[src/rtl/shift_line_ctrl.sv]
// -----------------------------------------------------------------------------
// shift_line_ctrl
// Burst controller for an external DEPTH-stage shift register line. A tag line
// of DEPTH bits travels alongside the datapath so the controller knows which
// stages carry real words and which carry bubbles. A burst of iLen words is
// accepted from upstream (LOAD), the line is flushed with bubbles until the
// last real word has left (DRAIN), and the line is then cleared for one cycle
// (CLEAR) while oDone pulses.
//
// Ports
//   iClk       clock, all state on rising edge
//   iRst       synchronous active-high reset
//   iStart     burst start request (IDLE only)
//   iLen       burst word count, captured with iStart
//   iAbort     terminate current burst (LOAD/DRAIN only)
//   iInValid   upstream word present on the line input
//   oInReady   upstream word accepted when oInReady & iInValid
//   iOutReady  downstream accepts the line output
//   oOutValid  line output holds a real word
//   oShEn      shift enable for the line
//   oShClr     synchronous clear for the line
//   oFill      number of real words currently in the line
//   oBusy      high in every state except IDLE
//   oDone      one-cycle end-of-burst pulse
// -----------------------------------------------------------------------------
module shift_line_ctrl #(
  parameter int DEPTH = 8,
  parameter int CNTW  = 16,
  localparam int FW   = $clog2(DEPTH + 1)
) (
  input  logic            iClk,
  input  logic            iRst,
  input  logic            iStart,
  input  logic [CNTW-1:0] iLen,
  input  logic            iAbort,
  input  logic            iInValid,
  output logic            oInReady,
  input  logic            iOutReady,
  output logic            oOutValid,
  output logic            oShEn,
  output logic            oShClr,
  output logic [FW-1:0]   oFill,
  output logic            oBusy,
  output logic            oDone
);

  typedef enum logic [1:0] {
    IDLE  = 2'd0,
    LOAD  = 2'd1,
    DRAIN = 2'd2,
    CLEAR = 2'd3
  } state_e;

  state_e            state_q, state_d;
  logic [DEPTH-1:0]  tag_q, tag_d;
  logic [CNTW-1:0]   remaining_q, remaining_d;
  logic [FW-1:0]     fill_q, fill_d;

  logic              out_valid_s;
  logic              stall_s;
  logic              shift_s;
  logic              in_ready_s;
  logic              accept_s;
  logic              handshake_s;

  // Handshake and shift qualifiers derived from the current tag line.
  always_comb begin
    out_valid_s = tag_q[DEPTH-1];
    stall_s     = out_valid_s & ~iOutReady;
    shift_s     = ((state_q == LOAD) || (state_q == DRAIN)) & ~stall_s;
    // No word is taken in a cycle that aborts the burst.
    in_ready_s  = (state_q == LOAD) & shift_s &
                  (remaining_q != {CNTW{1'b0}}) & ~iAbort;
    accept_s    = in_ready_s & iInValid;
    handshake_s = out_valid_s & iOutReady;
  end

  // Next-state logic for the FSM, tag line, word counter and fill counter.
  always_comb begin
    state_d     = state_q;
    tag_d       = tag_q;
    remaining_d = remaining_q;
    // Accept and output handshake cancel when they coincide; the fill can
    // never leave 0..DEPTH because it counts set bits of the tag line.
    fill_d      = fill_q + {{(FW-1){1'b0}}, accept_s}
                         - {{(FW-1){1'b0}}, handshake_s};

    if (shift_s) begin
      tag_d = {tag_q[DEPTH-2:0], accept_s};
    end else begin
      tag_d = tag_q;
    end

    if (accept_s) begin
      remaining_d = remaining_q - {{(CNTW-1){1'b0}}, 1'b1};
    end else begin
      remaining_d = remaining_q;
    end

    case (state_q)
      IDLE: begin
        if (iStart) begin
          remaining_d = iLen;
          if (iLen != {CNTW{1'b0}}) begin
            state_d = LOAD;
          end else begin
            state_d = CLEAR;
          end
        end else begin
          state_d = IDLE;
        end
      end
      LOAD: begin
        if (iAbort) begin
          state_d = CLEAR;
        end else if (accept_s && (remaining_q == {{(CNTW-1){1'b0}}, 1'b1})) begin
          state_d = DRAIN;
        end else begin
          state_d = LOAD;
        end
      end
      DRAIN: begin
        if (iAbort) begin
          state_d = CLEAR;
        end else if (fill_d == {FW{1'b0}}) begin
          state_d = CLEAR;
        end else begin
          state_d = DRAIN;
        end
      end
      CLEAR: begin
        state_d = IDLE;
      end
      default: begin
        state_d = IDLE;
      end
    endcase

    // The line is emptied on the way into CLEAR so the CLEAR cycle itself
    // already shows an empty line, and stays empty while in CLEAR.
    if ((state_d == CLEAR) || (state_q == CLEAR)) begin
      tag_d  = {DEPTH{1'b0}};
      fill_d = {FW{1'b0}};
    end else begin
      tag_d  = tag_d;
      fill_d = fill_d;
    end
  end

  // State, tag line and counters register with synchronous reset.
  always_ff @(posedge iClk) begin
    if (iRst) begin
      state_q     <= IDLE;
      tag_q       <= {DEPTH{1'b0}};
      remaining_q <= {CNTW{1'b0}};
      fill_q      <= {FW{1'b0}};
    end else begin
      state_q     <= state_d;
      tag_q       <= tag_d;
      remaining_q <= remaining_d;
      fill_q      <= fill_d;
    end
  end

  // Control outputs are forced low while reset is asserted so the line is
  // quiet even in the first reset cycle, before the state has been cleared.
  always_comb begin
    oInReady  = in_ready_s  & ~iRst;
    oOutValid = out_valid_s & ~iRst;
    oShEn     = shift_s     & ~iRst;
    oShClr    = (state_q == CLEAR) & ~iRst;
    oBusy     = (state_q != IDLE)  & ~iRst;
    oDone     = (state_q == CLEAR) & ~iRst;
    oFill     = fill_q;
  end

endmodule

[config.mk]
export PLATFORM = sky130hd
export DESIGN_NAME = shift_line_ctrl
export DESIGN_NICKNAME = d
export VERILOG_FILES = /design/src/rtl/shift_line_ctrl.sv
export SDC_FILE = /design/constraint.sdc
export NUM_CORES = 1
export LEC_CHECK = 0
export ABC_CLOCK_PERIOD_IN_PS = 8200
export BUFFER_PORTS_ARGS = -buffer_cell sky130_fd_sc_hd__buf_2
export CORE_ASPECT_RATIO = 0.6
export CORE_MARGIN = 4
export CORE_UTILIZATION = 45
export CTS_BUF_LIST = sky130_fd_sc_hd__clkbuf_8
export DETAILED_ROUTE_END_ITERATION = 6
export GPL_TIMING_DRIVEN = 0
export PLACE_DENSITY = 0.65
export REMOVE_ABC_BUFFERS = 1
export SYNTH_ARGS = -nofsm -noshare
export SYNTH_HDL_FRONTEND = slang
export SYNTH_SLANG_ARGS = --single-unit
[constraint.sdc]
create_clock -name iClk -period 8.2 [get_ports iClk]
set_input_delay 1.23 -clock iClk [delete_from_list [all_inputs] [get_ports iClk]]
set_output_delay 1.23 -clock iClk [all_outputs]
set_load 0.005 [all_outputs]
-- Word level (Yosys, flattened, before mapping)
Index checks and enable logic that the tools add are counted.
- flip-flop bits (word level): 30
- bits in latches: 0
- RAM bits: 0
- ROM bits: 0
- input port bits: 22
- output and inout bits: 10
- logic and storage cells: 47
- memories: 0
- add/sub/neg operators: 3
- $mul: 0
- div/mod/pow operators: 0
- magnitude comparators: 0
- equal/unequal tests: 5
- shift-type cells: 0
- mux-type cells: 10
- bitwise operators: 16
- reductions and logical operators: 9
- operators by type and width (kind ; number):
    16-bit 2-to-1 mux ; 3
    16-bit nonzero test ; 2
    16-bit by 1-bit equality test with 1-bit output (second input constant) ; 1
    16-bit by 1-bit subtractor with 16-bit output (second input constant) ; 1
    1-bit bitwise AND ; 12
    2-bit 2-to-1 mux ; 4
    2-bit one-hot mux with 4 select lines ; 1
    2-bit equality test (second input constant) ; 3
    4-bit by 1-bit adder with 4-bit output ; 1
    4-bit zero test ; 1
    1-bit inverter ; 4
    4-bit by 1-bit subtractor with 4-bit output ; 1
    2-bit by 1-bit equality test with 1-bit output (second input constant) ; 1
    2-bit zero test ; 1
    1-bit logical OR ; 2
    1-bit 2-to-1 mux ; 2
    2-bit nonzero test ; 1
    2-bit OR reduction ; 1
    1-bit logical AND ; 1

-- Logic depth before layout (Yosys ltp)
Gate-level depths: netlist of run 1.
- word-level depth: 17
- gate-level depth with buffers: 16
- mapped depth without buffers: 15

-- Least setup slack after synthesis of run 1
OpenSTA, ideal clock, no wires.
- kind: input to register
- from: input iAbort
- to: register tag_q[7]
- library setup time: 0.117 ns
- data arrival time: 3.964 ns
- data required time: 8.083 ns
- setup slack: 4.119 ns
- stages on the path: 14
- buffers on the path: 1
- cell sequence: nand3b_1 > nor3_2 > o21a_1 > inv_1 > ha_1 > inv_1 > ha_1 > fa_1 > xor2_1 > nor4b_1 > o21ai_0 > a31oi_1 > buf_6 > nor2_2
- longest elaborated chain between the ends: 12
- elaborated cells between the ends (all ways): 15
- those cells by class: add/sub (2); eq/ne (1); mux (5); bitwise (3); reduce/logical (4)
- RTL lines (what ; line ; source):
    from (decl) ; 35 ; input logic iAbort,
    1-bit inverter ; 73 ; (remaining_q != {CNTW{1'b0}}) & ~iAbort;
    1-bit bitwise AND ; 73 ;
    1-bit bitwise AND ; 74 ; accept_s = in_ready_s & iInValid;
    4-bit by 1-bit adder with 4-bit output ; 85 ; fill_d = fill_q + {{(FW-1){1'b0}}, accept_s}
    4-bit by 1-bit subtractor with 4-bit output ; 86 ; - {{(FW-1){1'b0}}, handshake_s};
    4-bit zero test ; 125 ; end else if (fill_d == {FW{1'b0}}) begin
    1-bit 2-to-1 mux ; 125 ;
    1-bit 2-to-1 mux ; 123 ; if (iAbort) begin
    2-bit one-hot mux with 4 select lines * ; 100 ; case (state_q)
    2-bit equality test * ; 141 ; if ((state_d == CLEAR) || (state_q == CLEAR)) begin
    1-bit logical OR * ; 141 ;
    2-bit OR reduction (no line) * ; - ;
    to (signal assigned) ; 154 ; tag_q <= {DEPTH{1'b0}};
    to (signal assigned) ; 159 ; tag_q <= tag_d;
    to (decl) ; 55 ; logic [DEPTH-1:0] tag_q, tag_d;
Mark *: on every way between the ends. The rest lies on a longest branch, timed or not.
A chain may end at the register's enable or synchronous reset.

-- Worst setup path after layout of run 1
- from: input iAbort
- to: register fill_q[0], in the netlist oFill[0]
- longest elaborated chain between the ends: 12
- elaborated cells between the ends (all ways): 15
- those cells by class: add/sub (2); eq/ne (1); mux (5); bitwise (3); reduce/logical (4)
- RTL lines (what ; line ; source):
    1-bit inverter ; 73 ;
    1-bit bitwise AND ; 73 ;
    1-bit bitwise AND ; 74 ;
    4-bit by 1-bit adder with 4-bit output ; 85 ;
    4-bit by 1-bit subtractor with 4-bit output ; 86 ;
    4-bit zero test ; 125 ;
    1-bit 2-to-1 mux ; 125 ;
    1-bit 2-to-1 mux ; 123 ;
    2-bit one-hot mux with 4 select lines ; 100 ;
    2-bit equality test ; 141 ;
    1-bit logical OR ; 141 ;
    2-bit OR reduction (no line) ; - ;
    to (signal assigned) ; 156 ; fill_q <= {FW{1'b0}};
    to (signal assigned) ; 161 ; fill_q <= fill_d;
    to (decl) ; 57 ; logic [FW-1:0] fill_q, fill_d;
Several ways; a longest one is shown, not always the timed one.

==> results of run 1 <==
-- cell usage after synthesis, types with 3 or more instances --
master	number	area (µm²)
nor2b_1	3	18.8
mux2i_1	7	70.1
ha_1	10	125
nand4_1	5	31.3
clkbuf_1	5	18.8
a311oi_1	5	43.8
nor3_1	5	25.0
xor2_1	9	78.8
o21ai_0	3	15.0
nand2b_1	3	18.8
or4_1	6	45.0
nor2_2	8	50.1
nand3_1	4	20.0
a21oi_1	9	45.0
a211oi_1	10	75.1
dfxtp_1	30	601
nor4_1	5	31.3
inv_1	13	48.8
nor2_1	23	86.3
nand2_1	11	41.3
o211ai_1	5	37.5
-- sequential cells by signal, indices dropped and copies added (netlist names) --
signal and count:
remaining_q 16, oFill 4, tag_q 8, state_q 2
-- cell type report --
| cell class | instances | share of cell area, % |
|---|---|---|
| repair buffers | 31 | 7.09 |
| flip-flops and latches | 30 | 27.4 |
| multi-input cells | 165 | 55.0 |
| clock inverters | 3 | 1.83 |
| inverters | 13 | 2.23 |
| well taps | 57 | 3.26 |
| clock buffers | 5 | 3.14 |
-- worst min-delay path: stages (launching register included) --
cell     delay [ns]
dfxtp_1        0.32
nand2_1        0.07
a21oi_2        0.05
-- power groups by stage --
stage	clock network, W	registers [W]	logic, W
3_5_place_dp	0	0.000169	0.0000790
3_3_place_gp	0	0.000169	0.0000780
2_1_floorplan	0	0.000166	0.0000560
6_report	0.000148	0.000166	0.0000802
5_1_grt	0.000158	0.000168	0.0000894
4_1_cts	0.000151	0.000166	0.0000795
-- how the worst max path moves through the flow --
stage          cells past startpoint  endpoint  slack (ns)   start
2_1_floorplan                     13  oFill[0]        3.40  iAbort
3_3_place_gp                      14  oFill[0]        2.61  iAbort
3_5_place_dp                      14  oFill[0]        3.03  iAbort
4_1_cts                           14  oFill[0]        3.30  iAbort
5_1_grt                           14  oFill[0]        2.96  iAbort
6_report                          14  oFill[0]        3.28  iAbort
-- per-layer routing --
| layer | vias to the layer above | GRT usage (%) |
|---|---|---|
| li1 | 855 | - |
| met1 | 772 | 29.7 |
| met2 | 45 | 22.2 |
| met5 | - | 0 |
| met3 | 4 | 5.19 |
| met4 | 0 | 3.59 |
-- cell families (layout without fill, tap and decap cells) --
group                    after synthesis  after routing  synth area share [%]
buffers and inverters                 22             52                  5.09
flip-flops                            30             30                  31.7
multiplexers                           7              7                  3.70
AO/OA/AOI/OAI                         42             42                  16.5
AND/OR/NAND/NOR                       94             94                  30.3
adder cells (fa/ha/maj)               11             11                  7.66
XOR/XNOR                              11             11                  5.09
-- metrics by stage --
| step | power, W | utilization [%] |
|---|---|---|
| after floorplan | 0.000222 | - |
| after global placement | 0.000247 | 53.9 |
| after detailed placement | 0.000248 | 54.0 |
| after CTS | 0.000396 | 56.8 |
| after global routing | 0.000415 | 56.8 |
| final | 0.000394 | 56.8 |
==> results.txt, run 1 <==
* Number of H-tree branching levels: 2
- Inserted Diodes: 0
- The multi-input combinational cells in the finished layout cover a total of 1200 µm².
* Post-Route Setup TNS: 0 ns
- OpenSTA, run right after detailed placement, puts the worst setup slack at 3.03 ns.
- Counting flops with an async set or reset pin after synthesis yields a share of 0%.
- The number of cells on the worst reg-to-reg path is 14.
- TritonCTS built the clock tree.
* Max Clock Freq: 0.203 GHz
- Once detailed placement completed, the half-perimeter wirelength came to 3370 µm.
- Amount of wire on met3 after detailed routing: 308 µm
- Crit Reg-Reg Startpoint: state_q[0]
- Layout cells sized above 1: 23.9%
- Final hold vios: 0
- Synthesis-stage register bit count: 30
- Cell type of the slowest stage on the worst timing path: a31oi_2
- Setup slack, reg-to-reg: 3.63 ns
- Each instance of the synthesized netlist takes up on average 8.73 µm².
* Placed cells: 296
* Buffers added on ports: 31
* Final Instance Area: 2190 µm²
- Once layout is complete, the cells apart from fillers number 304.
* Setup skew after layout: 0.00719 ns
* Critical Path, Cell by Cell: buf_2 -> nand3b_1 -> nor3_2 -> o21a_1 -> inv_1 -> ha_1 -> inv_1 -> ha_1 -> fa_1 -> xor2_1 -> nor4b_1 -> o21ai_0 -> a31oi_2 -> and2b_2
- At the end of the flow, the number of nets in the layout was 279.
* Number of max-capacitance violations reported: 0
- Filler cell count: 371
- Number of ports placed on the die boundary: 32
- Final Wtd Congestion: 0.823
- Minimum clock period: 4.92 ns
- At the pin with the least slew margin, the transition time is 0.970 ns.
* Leakage dissipation: 0.881 nW
- The floorplan step defined a die boundary enclosing 5350 µm².
- In this run, flip-flops and latches consume 42.1% of the power.
- Final worst setup slack: 3.28 ns
- Master cell of the clock root buffer: clkbuf_8
- ANT nets after route: 0
- The startpoint identified for the worst hold timing path is tag_q[0].
- Clock-pin slew was measured on the worst setup and hold paths at 0.07 ns.
- Once the floorplan was initialized, standard cells occupied 49.2% of the core.
* Nature of the critical path startpoint: primary input
- Destination of the worst hold path: tag_q[0]
- Synthesis produced a netlist whose cell count is 217.
- CTS buffer count: 5
- Count of hold buffers inserted by post-cts repair: 0
- Summed over all nets, the switching power comes to 0.000119 W.
- DR pass1 iterations: 4
- Once placement finished, the instance area stood at 2080 µm².
- Buffer count from post-CTS setup fixing: 0
* Die Ht: 58.3 µm
- In this design, the largest share of critical-path delay is due to simple AND/OR/NAND/NOR gates.
- Global-route wire length before repair: 7660 µm
- For this run, the slowest stage of the critical path takes 0.68 ns.
* Part of the total power dissipated in the clock network: 37.5%
- After detailed routing, the met2 layer carries 1630 µm of wire.
- Residual DRC count: 0
- Number of buffers on the longest clock path: 2
- In this run the tightest slew margin relative to its limit is 35.2%.
* Clock net sink count: 30
* Via count of the routed design: 1676
- Tightest hold margin: 0.484 ns
* Bufs and invs on worst path: 3
- Max-slew violation total from the final report: 0
- The critical path is of the primary input to flip-flop type.
- The die is 91.8 µm wide.
- The area growth from synthesis to layout is 15.5%.
- Cell internal power was estimated by the tool at 0.000275 W.
* Commonest cells after routing, fill and taps aside: buf_2, dfxtp_1, nor2_1, inv_1, nand2_1
* Status: completed
- Most common cell after layout, fill and taps aside: buf_2
* Min-delay worst type: flip-flop to flip-flop
- After detailed routing, the average wire length per cell comes to 14.8 µm.
- Routed Wire Length: 4490 µm
- Top FF cell, synth: dfxtp_1
- The number of global-route vias before repair is 1531.
- Counting instances, the worst hold path has a depth of 2.
- Entering global routing, the biggest net connects 31 pins.
* Number of synthesized flops with an enable pin: 0
- Comb power frac: 20.4%
- Top metal layer carrying routed signals: met4
- For this run the aggregate overflow at the end of global routing stands at 0.
* Placement row count: 17
* Via density per instance: 5.51
- Clock network latency to the later pin of the worst-skew pair: 0.28 ns
- RSZ-0062 raised after global routing: no
- Initial antenna violation count: 0
- Yosys cell types: 50
* Maximum resistive drop on vdd: 0.0875 mV
- Yosys printed 0 warnings.
* Worst setup EP type: flip-flop
* Storage cell area: 601 µm²
* CP Data Required Time: 8.38 ns
* Number of violations reported at the end of detailed-routing iteration 0: 114
- The detailed router put a total of 2510 µm of wire on met1.
- Setup violations remaining at the end of the flow were counted as 0.
- Resize count post-CTS: 0
- Critical register-to-register path endpoint: oFill[0]
- Global-route usage over all layers: 18.1%
- Fraction of the cycle the final worst path needs: 60.0%
- Data on the critical path arrives at its endpoint at 5.10 ns.
- Crit path max fanout: 11
- Part of the Yosys area used for sequential elements: 31.7%
- Net switching is 30.3% of the power.
- In this run the cell area of the synthesized design comes to 1890 µm².
- In this run the standard cell core region covers 3850 µm².
* Power density over the cells: 180 nW/µm²
Note: power is estimated with default switching activity, not from simulation.
==> run 2: changes to the inputs <==
ABC_AREA = 1   (was default)
ABC_CLOCK_PERIOD_IN_PS = 4500   (was 8200)
PLACE_DENSITY = 0.68   (was 0.65)
clock period = 4.5 ns   (was 8.2 ns; I/O delays follow)
==> run 2 against run 1 <==
Effect of this change: clock power increased by 130%; first-iteration DRC count decreased by 11%; worst hold slack improved by 0.024 ns; wire length increased by 1.5%; final cell count increased by 22%; synthesized area increased by 1.7%; global-route usage about the same; non-clock buffer count unchanged; core utilization decreased by 2.0 points; clock-buffer cell count increased by 1; sequential power increased by 89%; via count increased by 5.3%.
==> results.txt, run 2 <==
- The die is 58.7 µm tall.
* Count of hold buffers inserted by post-cts repair: 0
- Status: completed
- The clock drives 30 sinks.
* Placement row count: 18
- Minimum clock period: 3.55 ns
* Cell area after synthesis: 1930 µm²
- The synthesized design spends more area on one cell type than any other, namely dfxtp_1.
* Post-Syn Instances: 280
- In this design, the critical path's most frequently occurring cell is nand2_1.
* Fraction of the cycle the final worst path needs: 78.8%
* Storage cell area: 601 µm²
- On the worst path, the slowest cell contributes a delay of 0.38 ns.
- Number of max-capacitance violations reported: 0
- The cell sitting at the root of the clock tree is a clkbuf_8.
- Setup repair after global routing left no endpoint under its margin.
- Dividing the detail-routed wire length by the instance count gives 12.2 µm.
- Post-synth top area share: 31.2%
* Cell with the most instances after synthesis: inv_1
- After detailed routing, the number of vias per cell comes to 4.74.
- Die width: 92.5 µm
- Based on the critical path, the design can be clocked at up to 0.282 GHz.
- Nature of the critical path startpoint: flip-flop
- Number of ports placed on the die boundary: 32
- In this run the standard cell core region covers 4120 µm².
- Post-Route Setup TNS: 0 ns
- The number of global-route vias before repair was 1573.
- The worst-case IR drop observed on VDD is 0.143 mV.
* Yosys cell types: 31
* CTS buffer count: 5
- The die covers 5430 µm².
- Layout cells sized above 1: 21.5%
- Clock-pin slew was measured on the worst setup and hold paths at 0.06 ns.
- The layout has 411 filler cells.
* Flip-flop count of the largest register after layout: 16
* Routed Wire Length: 4550 µm
* Actual slew at the worst max-slew pin: 0.913 ns
- In the layout the commonest cells are inv_1, nand2_1, nor2_1, buf_2, dfxtp_1.
- Number of synthesized flops with an enable pin: 0
- In the post-route analysis, the smallest setup slack over all paths is 0.953 ns.
- Global-route usage over all layers: 18.1%
- Max-slew headroom at the worst pin: 39.0%
- Cell types with the highest counts after synthesis: inv_1, nand2_1, nor2_1
* Crit path max fanout: 14
* Post-placement worst setup slack: 0.918 ns
- Fraction of registers with async set/reset: 0%
* Largest net degree at the start of global routing: 30
- DR pass1 iterations: 4
* Clock network latency to the later pin of the worst-skew pair: 0.29 ns
- In the routed design, unresolved DRC markers number 0.
- Dividing the synthesized area by the synthesized cell count gives 6.88 µm².
- Sum of net half-perimeters after detailed placement: 3410 µm
- Summing over every cut layer, the via total after detailed routing is 1765.
- Register with the highest flop count: remaining_q
* Total gr overflow: 0
- Data on the critical path is required at its endpoint by 4.67 ns.
- Synthesis-stage register bit count: 30
- 0 antenna diodes ended up in the layout.
- Top FF cell, synth: dfxtp_1
- The tightest min-delay check is of the flip-flop to flip-flop type.
* Final Wtd Congestion: 0.847
* Global-route wire length before repair: 7460 µm
* Final count of negative-setup-slack endpoints: 0
- Number of violations reported at the end of detailed-routing iteration 0: 102
- Once detail routing completed, the nets flagged for antenna violations numbered 0.
* Power density over the cells: 372 nW/µm²
- Buffer count from post-CTS setup fixing: 0
- Final hold vios: 0
- For the final database, setup skew stands at 0.00356 ns.
- Leaving out fill and tap cells, the most frequent cell in the layout is inv_1.
* Critical Path, Cell by Cell: inv_1 -> ha_1 -> o21ai_4 -> nor2_1 -> nand3_4 -> ha_1 -> inv_1 -> ha_1 -> fa_1 -> xor2_1 -> nor3_1 -> nand2_1 -> nand2_1 -> nand2_1 -> nand2_1 -> nand2_1 -> nand2_1 -> nand2_1 -> nand2_2 -> nor2_1
- For this run, the number of Yosys warnings is 0.
- The worst setup path is captured at a flip-flop.
* Type of the setup path with the least slack: flip-flop to flip-flop
- TritonCTS clock tree: yes
- In the post-synthesis netlist, the biggest area contributors are dfxtp_1, inv_1, nand2_1.
- Buffers added on ports: 31
- Leakage dissipation: 1.10 nW
- The slowest stage of the critical path is the dfxtp_1 cell.
- Max-slew violation total from the final report: 0
* Number of H-tree branching levels: 2
- The final layout contains 344 nets.
- Number of buffers on the longest clock path: 2
* Initial antenna violation count: 0
- Part of the Yosys area used for sequential elements: 31.2%
- Arr. time, crit path: 3.72 ns
* Signed area change from the synthesized netlist to the final layout: 17.2%
- Resize count post-CTS: 0
- Initial core utilization: 46.8%
- Area taken by multi-input logic gates: 1100 µm²
## run 2: cell count changes in the layout (fill, tap and decap cells not counted), moves of 9 or more
cell,before,now
nor2_2,8,19
nand3_1,4,13
inv_1,13,47
nor2_1,23,34
o21ai_0,3,22
nand2_1,11,46
a211oi_1,10,0
## run 2: path summary, 6_finish.rpt
kind	startpoint	to	slack (ns)	cells past startpoint
setup reg to reg	state_q[0]	tag_q[0]	0.95	20
hold / removal	remaining_q[13]	remaining_q[13]	0.51	2
hold reg to reg	remaining_q[13]	remaining_q[13]	0.51	2
setup / recovery	state_q[0]	tag_q[0]	0.95	20
## run 2: critical path, delay by kind of cell (launching register included)
kind | cells | cell delay [ns]
simple gates | 12 | 1.37
fa+ha+maj | 4 | 1.27
flops | 1 | 0.38
xor+xnor | 1 | 0.19
buf+inv | 2 | 0.12
compound gates | 1 | 0.11
## run 2: cell type report
type	count	share of cell area, %
inverter	50	8.31
clock buffer	6	3.66
sequential	30	26.6
clock inverter	2	2.66
timing repair buffer	31	6.87
tap	60	3.32
multi-input combinational	193	48.6
## run 2: per-layer routing
metal	global-route usage (%)	share of wire [%]
met4	8.25	1.9
met5	0	0
met3	5.24	7.8
met1	26.7	54
met2	24.0	36
## run 2: report_power, final
group	total (W)	switching (W)	internal, W
combinational	0.000184	0.000109	0.0000744
sequential	0.000314	0.0000229	0.000291
clock	0.000342	0.000106	0.000236
total	0.000839	0.000238	0.000601
## run 2: logic make-up (layout without fill, tap and decap cells)
family	count (synthesis)	in the layout	share of synthesized area, %
AOI/OAI and AO/OA	42	42	12.9
xor gates and xnor gates	9	9	4.09
adders and majority gates	11	11	7.53
buffers and inverters	57	89	11.9
DFF	30	30	31.2
and+or+nand+nor	131	131	32.4
## run 2: metrics by stage
| step | instance area [µm²] | util (%) | hold WS [ns] | power (W) | instances |
|---|---|---|---|---|---|
| after floorplan | 1890 | - | 0.462 | 0.000448 | 273 |
| after global placement | 2120 | 51.3 | 0.484 | 0.000497 | 364 |
| after detailed placement | 2120 | 51.3 | 0.492 | 0.000500 | 364 |
| after CTS | 2260 | 54.8 | 0.506 | 0.000849 | 372 |
| after global routing | 2260 | 54.8 | 0.527 | 0.000889 | 372 |
| final | 2260 | 54.8 | 0.508 | 0.000839 | 372 |
